File: config.mk
export PLATFORM = sky130hd
export DESIGN_NAME = mc_control_unit
export DESIGN_NICKNAME = d
export VERILOG_FILES = /design/src/rtl/mc_control_unit_pkg.sv /design/src/rtl/mc_control_unit_next_state.sv /design/src/rtl/mc_control_unit.sv
export SDC_FILE = /design/constraint.sdc
export NUM_CORES = 1
export LEC_CHECK = 0
export CAP_MARGIN = 10
export CORE_MARGIN = 10
export CORE_UTILIZATION = 41
export CTS_BUF_LIST = sky130_fd_sc_hd__clkbuf_16
export CTS_CLUSTER_DIAMETER = 80
export CTS_CLUSTER_SIZE = 12
export DETAILED_ROUTE_END_ITERATION = 6
export PLACE_DENSITY = 0.8
export SKIP_CTS_REPAIR_TIMING = 1
export SLEW_MARGIN = 20
export SYNTH_ARGS = -nofsm -noshare
export SYNTH_HDL_FRONTEND = slang
export SYNTH_HIERARCHICAL = 1
export SYNTH_SLANG_ARGS = --single-unit
File: constraint.sdc
create_clock -name CLK -period 3 [get_ports CLK]
set_input_delay 0.9 -clock CLK [delete_from_list [all_inputs] [get_ports CLK]]
set_output_delay 0.9 -clock CLK [all_outputs]
set_load 0.02 [all_outputs]
File: src/rtl/mc_control_unit_pkg.sv
`default_nettype none
// ============================================================================
// Module   : mc_control_unit_pkg
// Purpose  : Shared state codes, opcode constants and datapath select
//            encodings for the multi-cycle control unit.
// Revision : 1.0  initial release
// ============================================================================
package mc_control_unit_pkg;

    typedef enum logic [2:0] {
        ST_IF       = 3'b000,
        ST_ID       = 3'b001,
        ST_MEM_ADDR = 3'b010,
        ST_MEM      = 3'b011,
        ST_WB_LW    = 3'b100,
        ST_EXE_BEQ  = 3'b101,
        ST_EXE_R    = 3'b110,
        ST_WB_R     = 3'b111
    } state_t;

    localparam logic [5:0] OP_ADD  = 6'b000000;
    localparam logic [5:0] OP_SUB  = 6'b000001;
    localparam logic [5:0] OP_ADDI = 6'b000010;
    localparam logic [5:0] OP_OR   = 6'b010000;
    localparam logic [5:0] OP_AND  = 6'b010001;
    localparam logic [5:0] OP_ORI  = 6'b010010;
    localparam logic [5:0] OP_SLL  = 6'b011000;
    localparam logic [5:0] OP_MOVE = 6'b100000;
    localparam logic [5:0] OP_SLT  = 6'b100111;
    localparam logic [5:0] OP_SW   = 6'b110000;
    localparam logic [5:0] OP_LW   = 6'b110001;
    localparam logic [5:0] OP_BEQ  = 6'b110100;
    localparam logic [5:0] OP_J    = 6'b111000;
    localparam logic [5:0] OP_JR   = 6'b111001;
    localparam logic [5:0] OP_JAL  = 6'b111010;
    localparam logic [5:0] OP_HALT = 6'b111111;

    localparam logic [2:0] ALU_ADD = 3'b000;
    localparam logic [2:0] ALU_SUB = 3'b001;
    localparam logic [2:0] ALU_SLL = 3'b010;
    localparam logic [2:0] ALU_OR  = 3'b011;
    localparam logic [2:0] ALU_AND = 3'b100;
    localparam logic [2:0] ALU_SLT = 3'b101;

    localparam logic [1:0] PCSRC_SEQ    = 2'b00;
    localparam logic [1:0] PCSRC_BRANCH = 2'b01;
    localparam logic [1:0] PCSRC_RS     = 2'b10;
    localparam logic [1:0] PCSRC_JUMP   = 2'b11;

    localparam logic [1:0] REGDST_RA = 2'b00;
    localparam logic [1:0] REGDST_RT = 2'b01;
    localparam logic [1:0] REGDST_RD = 2'b10;

    // Opcodes that go through the ALU execute / register write-back pair
    function automatic logic is_r_class(input logic [5:0] op);
        return (op == OP_ADD)  || (op == OP_SUB) || (op == OP_ADDI) ||
               (op == OP_OR)   || (op == OP_AND) || (op == OP_ORI)  ||
               (op == OP_SLL)  || (op == OP_MOVE) || (op == OP_SLT);
    endfunction

    // ALU operation for the R-class group; immediate forms reuse the base op
    function automatic logic [2:0] alu_op_for(input logic [5:0] op);
        logic [2:0] alu;
        alu = ALU_ADD;
        case (op)
            OP_SUB:         alu = ALU_SUB;
            OP_SLL:         alu = ALU_SLL;
            OP_OR, OP_ORI:  alu = ALU_OR;
            OP_AND:         alu = ALU_AND;
            OP_SLT:         alu = ALU_SLT;
            default:        alu = ALU_ADD;
        endcase
        return alu;
    endfunction

endpackage
`default_nettype wire

File: src/rtl/mc_control_unit_next_state.sv
`default_nettype none
// ============================================================================
// Module   : mc_next_state
// Purpose  : Combinational next-state function of the multi-cycle control
//            unit.
// Revision : 1.0  initial release
// ============================================================================
module mc_next_state
    import mc_control_unit_pkg::*;
(
    input  state_t     state,
    input  logic       halted,
    input  logic [5:0] opcode,
    output state_t     next_state
);

    // Sequence each instruction class; a halted core parks in fetch
    always_comb begin
        next_state = ST_IF;
        if (!halted) begin
            case (state)
                ST_IF:       next_state = ST_ID;
                ST_ID: begin
                    if (is_r_class(opcode))                          next_state = ST_EXE_R;
                    else if (opcode == OP_BEQ)                       next_state = ST_EXE_BEQ;
                    else if ((opcode == OP_SW) || (opcode == OP_LW)) next_state = ST_MEM_ADDR;
                    else                                             next_state = ST_IF;
                end
                ST_EXE_R:    next_state = ST_WB_R;
                ST_WB_R:     next_state = ST_IF;
                ST_EXE_BEQ:  next_state = ST_IF;
                ST_MEM_ADDR: next_state = ST_MEM;
                ST_MEM:      next_state = (opcode == OP_LW) ? ST_WB_LW : ST_IF;
                ST_WB_LW:    next_state = ST_IF;
                default:     next_state = ST_IF;
            endcase
        end
    end

endmodule
`default_nettype wire

File: src/rtl/mc_control_unit.sv
`default_nettype none
// ============================================================================
// Module   : mc_control_unit
// Purpose  : Multi-cycle CPU control unit: state register, sticky halt flag
//            and per-state datapath enable/select decode.
// Revision : 1.0  initial release
// ============================================================================
module mc_control_unit
    import mc_control_unit_pkg::*;
(
    input  logic       CLK,
    input  logic       Reset,
    input  logic [5:0] Opcode,
    input  logic       zero,
    output logic [2:0] state,
    output logic       halted,
    output logic       PCWre,
    output logic       IRWre,
    output logic       RegWre,
    output logic [1:0] RegDst,
    output logic       WrRegData,
    output logic       ALUSrcA,
    output logic       ALUSrcB,
    output logic [2:0] ALUOp,
    output logic       ExtSel,
    output logic       mRD,
    output logic       mWR,
    output logic       DBDataSrc,
    output logic [1:0] PCSrc
);

    state_t cur_state;
    state_t nxt_state;
    logic   halt_hit;

    assign state    = cur_state;
    assign halt_hit = (cur_state == ST_ID) && (Opcode == OP_HALT) && !halted;

    mc_next_state u_next_state (
        .state      (cur_state),
        .halted     (halted),
        .opcode     (Opcode),
        .next_state (nxt_state)
    );

    // State register and sticky halt flag; only reset clears the halt
    always_ff @(posedge CLK) begin
        if (Reset) begin
            cur_state <= ST_IF;
            halted    <= 1'b0;
        end else begin
            cur_state <= nxt_state;
            if (halt_hit) begin
                halted <= 1'b1;
            end
        end
    end

    // Per-state output decode; reset and halt force every enable low
    always_comb begin
        PCWre     = 1'b0;
        IRWre     = 1'b0;
        RegWre    = 1'b0;
        RegDst    = REGDST_RA;
        WrRegData = 1'b0;
        ALUSrcA   = 1'b0;
        ALUSrcB   = 1'b0;
        ALUOp     = ALU_ADD;
        ExtSel    = 1'b0;
        mRD       = 1'b0;
        mWR       = 1'b0;
        DBDataSrc = 1'b0;
        PCSrc     = PCSRC_SEQ;
        if (!Reset && !halted) begin
            case (cur_state)
                ST_IF: IRWre = 1'b1;
                ST_ID: begin
                    case (Opcode)
                        OP_J: begin
                            PCWre = 1'b1;
                            PCSrc = PCSRC_JUMP;
                        end
                        OP_JAL: begin
                            PCWre     = 1'b1;
                            PCSrc     = PCSRC_JUMP;
                            RegWre    = 1'b1;
                            RegDst    = REGDST_RA;
                            WrRegData = 1'b0;
                        end
                        OP_JR: begin
                            PCWre = 1'b1;
                            PCSrc = PCSRC_RS;
                        end
                        OP_HALT: PCWre = 1'b0;
                        default: begin
                            // Anything that does not continue past decode is a NOP
                            if (!is_r_class(Opcode) && (Opcode != OP_BEQ) &&
                                (Opcode != OP_SW) && (Opcode != OP_LW)) begin
                                PCWre = 1'b1;
                            end
                        end
                    endcase
                end
                ST_EXE_R, ST_WB_R: begin
                    ALUOp   = alu_op_for(Opcode);
                    ALUSrcA = (Opcode == OP_SLL);
                    ALUSrcB = (Opcode == OP_ADDI) || (Opcode == OP_ORI);
                    ExtSel  = (Opcode != OP_ORI);
                    if (cur_state == ST_WB_R) begin
                        PCWre     = 1'b1;
                        RegWre    = 1'b1;
                        WrRegData = 1'b1;
                        RegDst    = ((Opcode == OP_ADDI) || (Opcode == OP_ORI)) ? REGDST_RT : REGDST_RD;
                    end
                end
                ST_EXE_BEQ: begin
                    ALUOp = ALU_SUB;
                    PCWre = 1'b1;
                    PCSrc = zero ? PCSRC_BRANCH : PCSRC_SEQ;
                end
                ST_MEM_ADDR, ST_MEM: begin
                    ALUSrcB = 1'b1;
                    ExtSel  = 1'b1;
                    ALUOp   = ALU_ADD;
                    if (cur_state == ST_MEM) begin
                        if (Opcode == OP_LW) begin
                            mRD = 1'b1;
                        end else if (Opcode == OP_SW) begin
                            mWR   = 1'b1;
                            PCWre = 1'b1;
                        end
                    end
                end
                ST_WB_LW: begin
                    PCWre     = 1'b1;
                    RegWre    = 1'b1;
                    RegDst    = REGDST_RT;
                    WrRegData = 1'b1;
                    DBDataSrc = 1'b1;
                end
                default: IRWre = 1'b0;
            endcase
        end
    end

endmodule
`default_nettype wire

==> qor_table.md, run 1 <==
| Result | This run |
|:---|:---|
| Maximum number of pins on one net before global-route repair | 11 |
| CP max stage delay | 0.46 ns |
| Number of CTS-inserted buffers | 3 |
| Stages on worst setup path | 5 |
| Combinational share of power | 32.2% |
| Power share of the clock group | 52.6% |
| Top cells by area, synth | dfxtp_1, nor2_1, nand2_1 |
| Syn-to-layout area delta | 85.4% |
| Worst clock skew | 0.00160 ns |
| Leak Pwr | 0.635 nW |
| Number of synthesized flops with an enable pin | 0 |
| Diodes inserted | 0 |
| Final core utilization | 82.4% |
| GRT met2 Usage | 28.0% |
| Fraction of layout instances using a drive strength above 1 | 42.4% |
| Grt met1 use | 15.4% |
| R2r endpoint | state[0]$_SDFF_PP0_ |
| Quantity of I/O buffers inserted on ports | 29 |
| Status | finished, violations left |
| Core Area | 0.00156 mm² |
| Critical Path Sink Type | output pin |
| Cell type with the largest total area after synthesis | dfxtp_1 |
| ANT nets after route | 0 |
| Worst-case setup margin in the final layout | -0.140 ns |
| Weighted congestion at the end of routability-driven global placement | 0.870 |
| Hold Crit Class | flop to flop |
| Worst rel slew slack | 73.7% |
| First-pass iteration count of the detailed router | 4 |
| Sequential cell area | 80.1 µm² |
| Count of warnings emitted by yosys | 6 |
| VDD IR max | 0.000404 V |
| Data arrival time of the worst path | 2.24 ns |
| Slew Limit Fails | 0 |
| End of the critical path | ALUOp[0] |
| Root cell of the clock tree | clkbuf_16 |
| Part of the Yosys area used for sequential elements | 11.6% |
| Number of top-level pins | 30 |
| Number of endpoints failing setup at the final stage | 1 |
| Filler Cell Count | 104 |
| Library cell appearing most often on the critical path | buf_6 |
| Starting utilization of the core area | 44.5% |
| Required time worst endpoint | 2.10 ns |
| Hold Vio Cnt, Final | 0 |
| Worst-path cell with the longest stage delay | a2111o_1 |
| Clock tree sinks | 4 |
| GR peak layer | met2 |
| Cells along the critical path | buf_6 -> or3_1 -> a2111o_1 -> a311oi_4 -> buf_6 |
| Flop pwr share | 15.2% |
| Via count of the first global-routing pass | 1,042 |
| Skew-Pair Late Insertion Delay | 0.22 ns |
| Cell area after layout | 0.00128 mm² |
| Final worst path period need | 3.14 ns |
| Total number of vias | 1,046 |
| Most instantiated flip-flop cell in the synthesis netlist | dfxtp_1 |
| Synthesized area per cell | 6.54 µm² |
| Post-synth top area share | 11.6% |
| GRT Total Usage | 15.1% |
| Wire length of the first global-routing pass | 4490 µm |
| H-tree levels | 1 |
| Count of buffering cells on the critical path with inverters included | 2 |
| Width of the chip | 61.1 µm |
| Placement Rows | 14 |
| Post-detailed-route via-to-cell ratio | 6.01 |
| Post-detailed-route wirelength per cell | 17.3 µm |
| Critical Path Start Type | input pin |
| Max Buffers Root-to-Sink | 2 |
| Floorplan die height | 61.1 µm |
| Launch instance of the worst register-to-register path | state[1]$_SDFF_PP0_ |
| Netlist cell types | 45 |
| Slew at the pin with the worst max-slew slack | 0.393 ns |
| Switching part of the total | 27.5% |
| Areal power density over the cells | 304 mW/mm² |
| Ys async rst share | 0% |
| Total Neg Setup Slack | -0.140 ns |
| Post-DP HPWL | 2250 µm |
| Number of DRC markers after the initial detailed-route iteration | 10 |
| GR Overflow Total | 0 |
| Register-to-Register Path Depth | 5 |
| Area enclosed by the die boundary | 0.00374 mm² |
| Psw | 108 µW |
| Launch point of the worst hold path | halted$_SDFFE_PP0P_ |
| Slack of the worst reg-to-reg path | 1.26 ns |
| Clock-pin slew of the registers on the worst-case setup and hold paths | 0.03 ns |
| DRC errors left | 0 |
| Count of state elements after synthesis | 4 |
| Critical path start-end classification | input pin to output pin |
| Post-Synthesis Cell Area | 693 µm² |
| Antenna violations before repair | 0 |
| Number of instances in the synthesized netlist | 106 |
| Kind of cell adding the most delay to the critical path | compound AO/OA/AOI/OAI gates |
| Maximum fanout along the worst path | 2 |
| F_max | 0.318 GHz |
| Final Routed Wirelength | 3020 µm |
| Share of the clock period used by the worst path after layout | 105% |
| Layout net count | 169 |
| TritonCTS clock tree | yes |
| Area of the multi-input gates | 634 µm² |
| Design internal power | 283 µW |
| RSZ-0062 raised after global routing | true |
| Launch point of the worst path | Opcode[5] |
| Number of violations of the max-capacitance limit | 0 |
| Placed Instance Area | 0.00117 mm² |
| Net Count, Synth | 115 |
| Met3 track utilization from global routing | 3.91% |
| Violations in the final reports | setup timing |
-- tightest hold or removal path: stages, from the launching register on --
cell and delay (ns):
dfxtp_1 0.37, a41oi_1 0.21, nor2_1 0.06
-- metal layers --
layer,vias up,part of all wire [%]
met5,-,0
met4,0,2.3
met3,10,5.6
met2,36,52
met1,500,40
li1,500,-
-- placed cells by master (no fill, tap or decap), types with 3 or more instances in the layout --
master	n
o21ai_1	3
clkbuf_16	3
nand3_1	4
nor2_2	3
and3_1	3
nand4_1	3
nor2b_1	5
dfxtp_1	4
clkbuf_2	8
nor2_1	10
buf_6	4
dlymetal6s2s_1	6
nand2_1	10
a21oi_1	7
nor3_1	4
buf_4	31
clkdlybuf4s50_1	5
inv_1	5
-- kinds of logic (layout without fill, tap and decap cells) --
group                     Yosys count  count (layout)  synth area share (%)
xor gates and xnor gates            1               1                  1.26
buffers and inverters              13              65                  8.66
and+or+nand+nor                    62              62                  52.0
DFF                                 4               4                  11.6
AOI/OAI and AO/OA                  26              26                  26.5
-- registers in the layout, summed over array words and instances, names as in the netlist --
signal,flops
halted,1
state,3
-- through the flow --
stage / std cells / power [mW] / hold WS (ns) / setup WS (ns)
3_3_place_gp: 170 / 0.172 / 0.619 / -0.912
3_5_place_dp: 170 / 0.175 / 0.666 / -0.964
5_1_grt: 174 / 0.410 / 0.733 / -0.175
4_1_cts: 173 / 0.384 / 0.665 / -0.966
2_1_floorplan: 106 / 0.113 / 0.677 / -0.0490
6_report: 174 / 0.391 / 0.690 / -0.140
-- how the worst min path moves through the flow --
stage / slack, ns / to / cells after the start
after global routing: 0.73 / halted$_SDFFE_PP0P_ / 2
after detailed placement: 0.67 / halted$_SDFFE_PP0P_ / 2
after global placement: 0.62 / halted$_SDFFE_PP0P_ / 2
final: 0.69 / halted$_SDFFE_PP0P_ / 2
after floorplan: 0.68 / halted$_SDFFE_PP0P_ / 2
after CTS: 0.67 / halted$_SDFFE_PP0P_ / 2
-- layout make-up --
type | instances | area share (%)
multi-input cells | 89 | 49.4
repair buffers | 56 | 35.2
flip-flops and latches | 4 | 6.23
clock buffers | 3 | 5.84
inverters | 6 | 1.75
well taps | 16 | 1.56
-- cell usage after synthesis (2+ instances only) --
cell,number
nor3_1,5
nor2b_1,5
inv_1,5
clkbuf_1,2
a31oi_1,2
nor4_1,2
dfxtp_1,4
o21ai_1,2
nand2b_1,3
nand4_1,3
a21oi_1,8
buf_2,3
nand2_1,11
nand3_1,4
or3_1,2
nor2_1,13
and3_1,3
o21ai_0,2
-- power by group through the flow --
stage / Combinational [mW] / Sequential [mW] / Clock, mW
finish: 0.126 / 0.0595 / 0.206
global route: 0.133 / 0.0599 / 0.217
CTS: 0.117 / 0.0590 / 0.208
detailed placement: 0.116 / 0.0595 / 0
global placement: 0.112 / 0.0594 / 0
floorplan: 0.0495 / 0.0631 / 0
No activity file was read; power rests on OpenSTA's default activity.
==> inputs of run 2 (changes only) <==
--- a/config.mk
+++ b/config.mk
@@ -12,10 +12,10 @@
 export CTS_CLUSTER_DIAMETER = 80
 export CTS_CLUSTER_SIZE = 12
 export DETAILED_ROUTE_END_ITERATION = 6
-export PLACE_DENSITY = 0.8
+export GPL_ROUTABILITY_DRIVEN = 0
+export PLACE_DENSITY = 0.81
 export SKIP_CTS_REPAIR_TIMING = 1
-export SLEW_MARGIN = 20
+export SLEW_MARGIN = 0
 export SYNTH_ARGS = -nofsm -noshare
 export SYNTH_HDL_FRONTEND = slang
-export SYNTH_HIERARCHICAL = 1
 export SYNTH_SLANG_ARGS = --single-unit
==> run 2 against run 1 <==
  * The run still ends with setup timing left
  * Sequential cell count unchanged
  * Global-route usage shrank 0.66 points
  * Combinational power up 6%
  * Synthesized area down 2.9%
==> qor_table.md, run 2 <==
| Result | This run |
|:---|:---|
| Status | finished, violations left |
| Violations in the final reports | setup timing |
| Slew Limit Fails | 0 |
| Worst rel slew slack | 76.6% |
| Final worst path period need | 3.04 ns |
| Part of the Yosys area used for sequential elements | 11.9% |
| Dominant cell by count in the synthesized netlist | nor2_1 |
| Hold Vio Cnt, Final | 0 |
| Number of flip-flops in the largest register | 3 |
| Root cell of the clock tree | clkbuf_16 |
| Floorplan die height | 60.5 µm |
| Grt met1 use | 17.1% |
| Leak Pwr | 0.635 nW |
| Commonest non-fill, non-tap cell in the layout | buf_4 |
| First-pass iteration count of the detailed router | 4 |
| Netlist cell types | 35 |
| Skew-Pair Late Insertion Delay | 0.23 ns |
| Top cells by area, synth | dfxtp_1, nor2_1, nand2b_1 |
| Clock tree sinks | 4 |
| Synth top cells by count | nor2_1, nand2_1, a21oi_1, nand2b_1, nor3_1 |
| Filler Cell Count | 94 |
| Number of synthesized flops with an enable pin | 0 |
| GR peak layer | met2 |
| Most instantiated flip-flop cell in the synthesis netlist | dfxtp_1 |
| Number of top-level pins | 30 |
| Number of endpoints failing setup at the final stage | 1 |
| Antenna violations before repair | 0 |
| Leading cell types in the layout, fill and taps excluded | buf_4, nor2_1, clkbuf_2, dlymetal6s2s_1 |
| Share of the clock period used by the worst path after layout | 101% |
| H-tree levels | 1 |
| Critical path start-end classification | input pin to output pin |
| Post-DP HPWL | 2130 µm |
| Total number of vias | 1,044 |
| Core Area | 0.00152 mm² |
| Cells along the critical path | clkbuf_2 -> nand4bb_4 -> or4_4 -> o22a_1 -> nor2_1 -> buf_4 |
| Launch point of the worst hold path | halted$_SDFFE_PP0P_ |
| Number of instances in the synthesized netlist | 106 |
| CP max stage delay | 0.51 ns |
| Quantity of I/O buffers inserted on ports | 29 |
| Total Neg Setup Slack | -0.0354 ns |
| Worst-case setup margin in the final layout | -0.0354 ns |
| Areal power density over the cells | 317 mW/mm² |
| Post-synth top area share | 11.9% |
| Hold Crit Class | flop to flop |
| Post-detailed-route wirelength per cell | 18.4 µm |
| Final-layout worst hold slack | 0.646 ns |
| Layout net count | 167 |
| Destination of the worst hold path | halted$_SDFFE_PP0P_ |
| R2r endpoint | state[1]$_SDFF_PN0_ |
| Maximum fanout along the worst path | 2 |
| Maximum number of pins on one net before global-route repair | 16 |
| Register-to-Register Path Depth | 4 |
| Wire length of the first global-routing pass | 4200 µm |
| RSZ-0062 raised after global routing | true |
| Count of state elements after synthesis | 4 |
| VDD IR max | 0.000291 V |
| Data arrival time of the worst path | 2.14 ns |
| Starting utilization of the core area | 44.2% |
| Fraction of layout instances using a drive strength above 1 | 44.2% |
| ANT nets after route | 0 |
| Placement Rows | 14 |
| Width of the chip | 60.5 µm |
| Post-Synthesis Cell Area | 673 µm² |
| Synthesized area per cell | 6.35 µm² |
| Cell count of the worst hold path | 2 |
| Number of CTS-inserted buffers | 3 |
| Met3 track utilization from global routing | 4.80% |
| Number of DRC markers after the initial detailed-route iteration | 39 |
| Max Buffers Root-to-Sink | 2 |
| Number of violations of the max-capacitance limit | 0 |
| Worst clock skew | 0.00153 ns |
| Syn-to-layout area delta | 88.8% |
| Via count of the first global-routing pass | 903 |
| Ys async rst share | 0% |
| Clock-pin slew of the registers on the worst-case setup and hold paths | 0.03 ns |
| Post-detailed-route via-to-cell ratio | 6.07 |
| Final Routed Wirelength | 3170 µm |
| GRT Total Usage | 14.4% |
| Worst-path cell with the longest stage delay | or4_4 |
| DRC errors left | 0 |
| Net Count, Synth | 115 |
| Required time worst endpoint | 2.10 ns |
| Count of warnings emitted by yosys | 0 |
| Critical Path Start Type | input pin |
| Slew at the pin with the worst max-slew slack | 0.346 ns |
| GRT met2 Usage | 23.5% |
| Slack of the worst reg-to-reg path | 1.71 ns |
| Area enclosed by the die boundary | 0.00366 mm² |
| F_max | 0.329 GHz |
| Critical Path Sink Type | output pin |
| TritonCTS clock tree | yes |
| Diodes inserted | 0 |
| GR Overflow Total | 0 |
| Launch instance of the worst register-to-register path | state[0]$_SDFF_PN0_ |
| Cell type with the largest total area after synthesis | dfxtp_1 |
-- run 2: per-stage QoR --
stage	util, %	instances	worst slack (ns)	power (mW)	instance area [µm²]
2_1_floorplan	-	106	0.0128	0.120	684
3_3_place_gp	75.0	167	-0.833	0.175	1140
3_5_place_dp	75.0	167	-0.876	0.178	1140
4_1_cts	79.9	170	-0.916	0.388	1220
5_1_grt	83.4	172	-0.0761	0.416	1270
6_report	83.4	172	-0.0354	0.402	1270
-- run 2: how the worst max path moves through the flow --
| stage | startpoint | to | slack [ns] | cells after the start |
|---|---|---|---|---|
| after CTS | Opcode[3] | RegWre | -0.92 | 6 |
| after global routing | Opcode[3] | RegWre | -0.08 | 6 |
| after floorplan | Reset | RegDst[1] | 0.01 | 3 |
| after global placement | Opcode[3] | RegWre | -0.83 | 6 |
| after detailed placement | Opcode[3] | RegWre | -0.88 | 6 |
| final | Opcode[3] | RegWre | -0.04 | 6 |
-- run 2: routing by layer --
| layer | routed length, µm | vias to the layer above | share of wire [%] |
|---|---|---|---|
| met5 | 0 | - | 0 |
| met1 | 1350 | 482 | 42 |
| met4 | 64 | 0 | 2.0 |
| met2 | 1500 | 57 | 47 |
| met3 | 259 | 9 | 8.2 |
| li1 | - | 496 | - |
-- run 2: final cells by class --
| type | count | area, µm² | area share (%) |
|---|---|---|---|
| multi-input combinational | 87 | 609 | 47.9 |
| timing repair buffer | 58 | 472 | 37.1 |
| sequential | 4 | 80.1 | 6.30 |
| clock buffer | 3 | 75.1 | 5.91 |
| tap | 16 | 20.0 | 1.57 |
| inverter | 4 | 15.0 | 1.18 |
-- run 2: kinds of logic after synthesis --
logic type	Yosys count	share of synthesized area (%)
flops	4	11.9
compound gates	25	24.7
simple gates	62	53.0
buf+inv	15	10.4
-- run 2: critical path, delay by kind of cell --
kind,cells,cell delay (ns)
AO/OA/AOI/OAI,1,0.22
buffers and inverters,2,0.28
AND/OR/NAND/NOR,3,0.74
-- run 2: where the power goes --
group | switching (mW) | internal, mW | total [mW]
Combinational | 0.0712 | 0.0620 | 0.133
Clock | 0.0401 | 0.171 | 0.211
Sequential | 0.00263 | 0.0558 | 0.0584
Total | 0.114 | 0.288 | 0.402
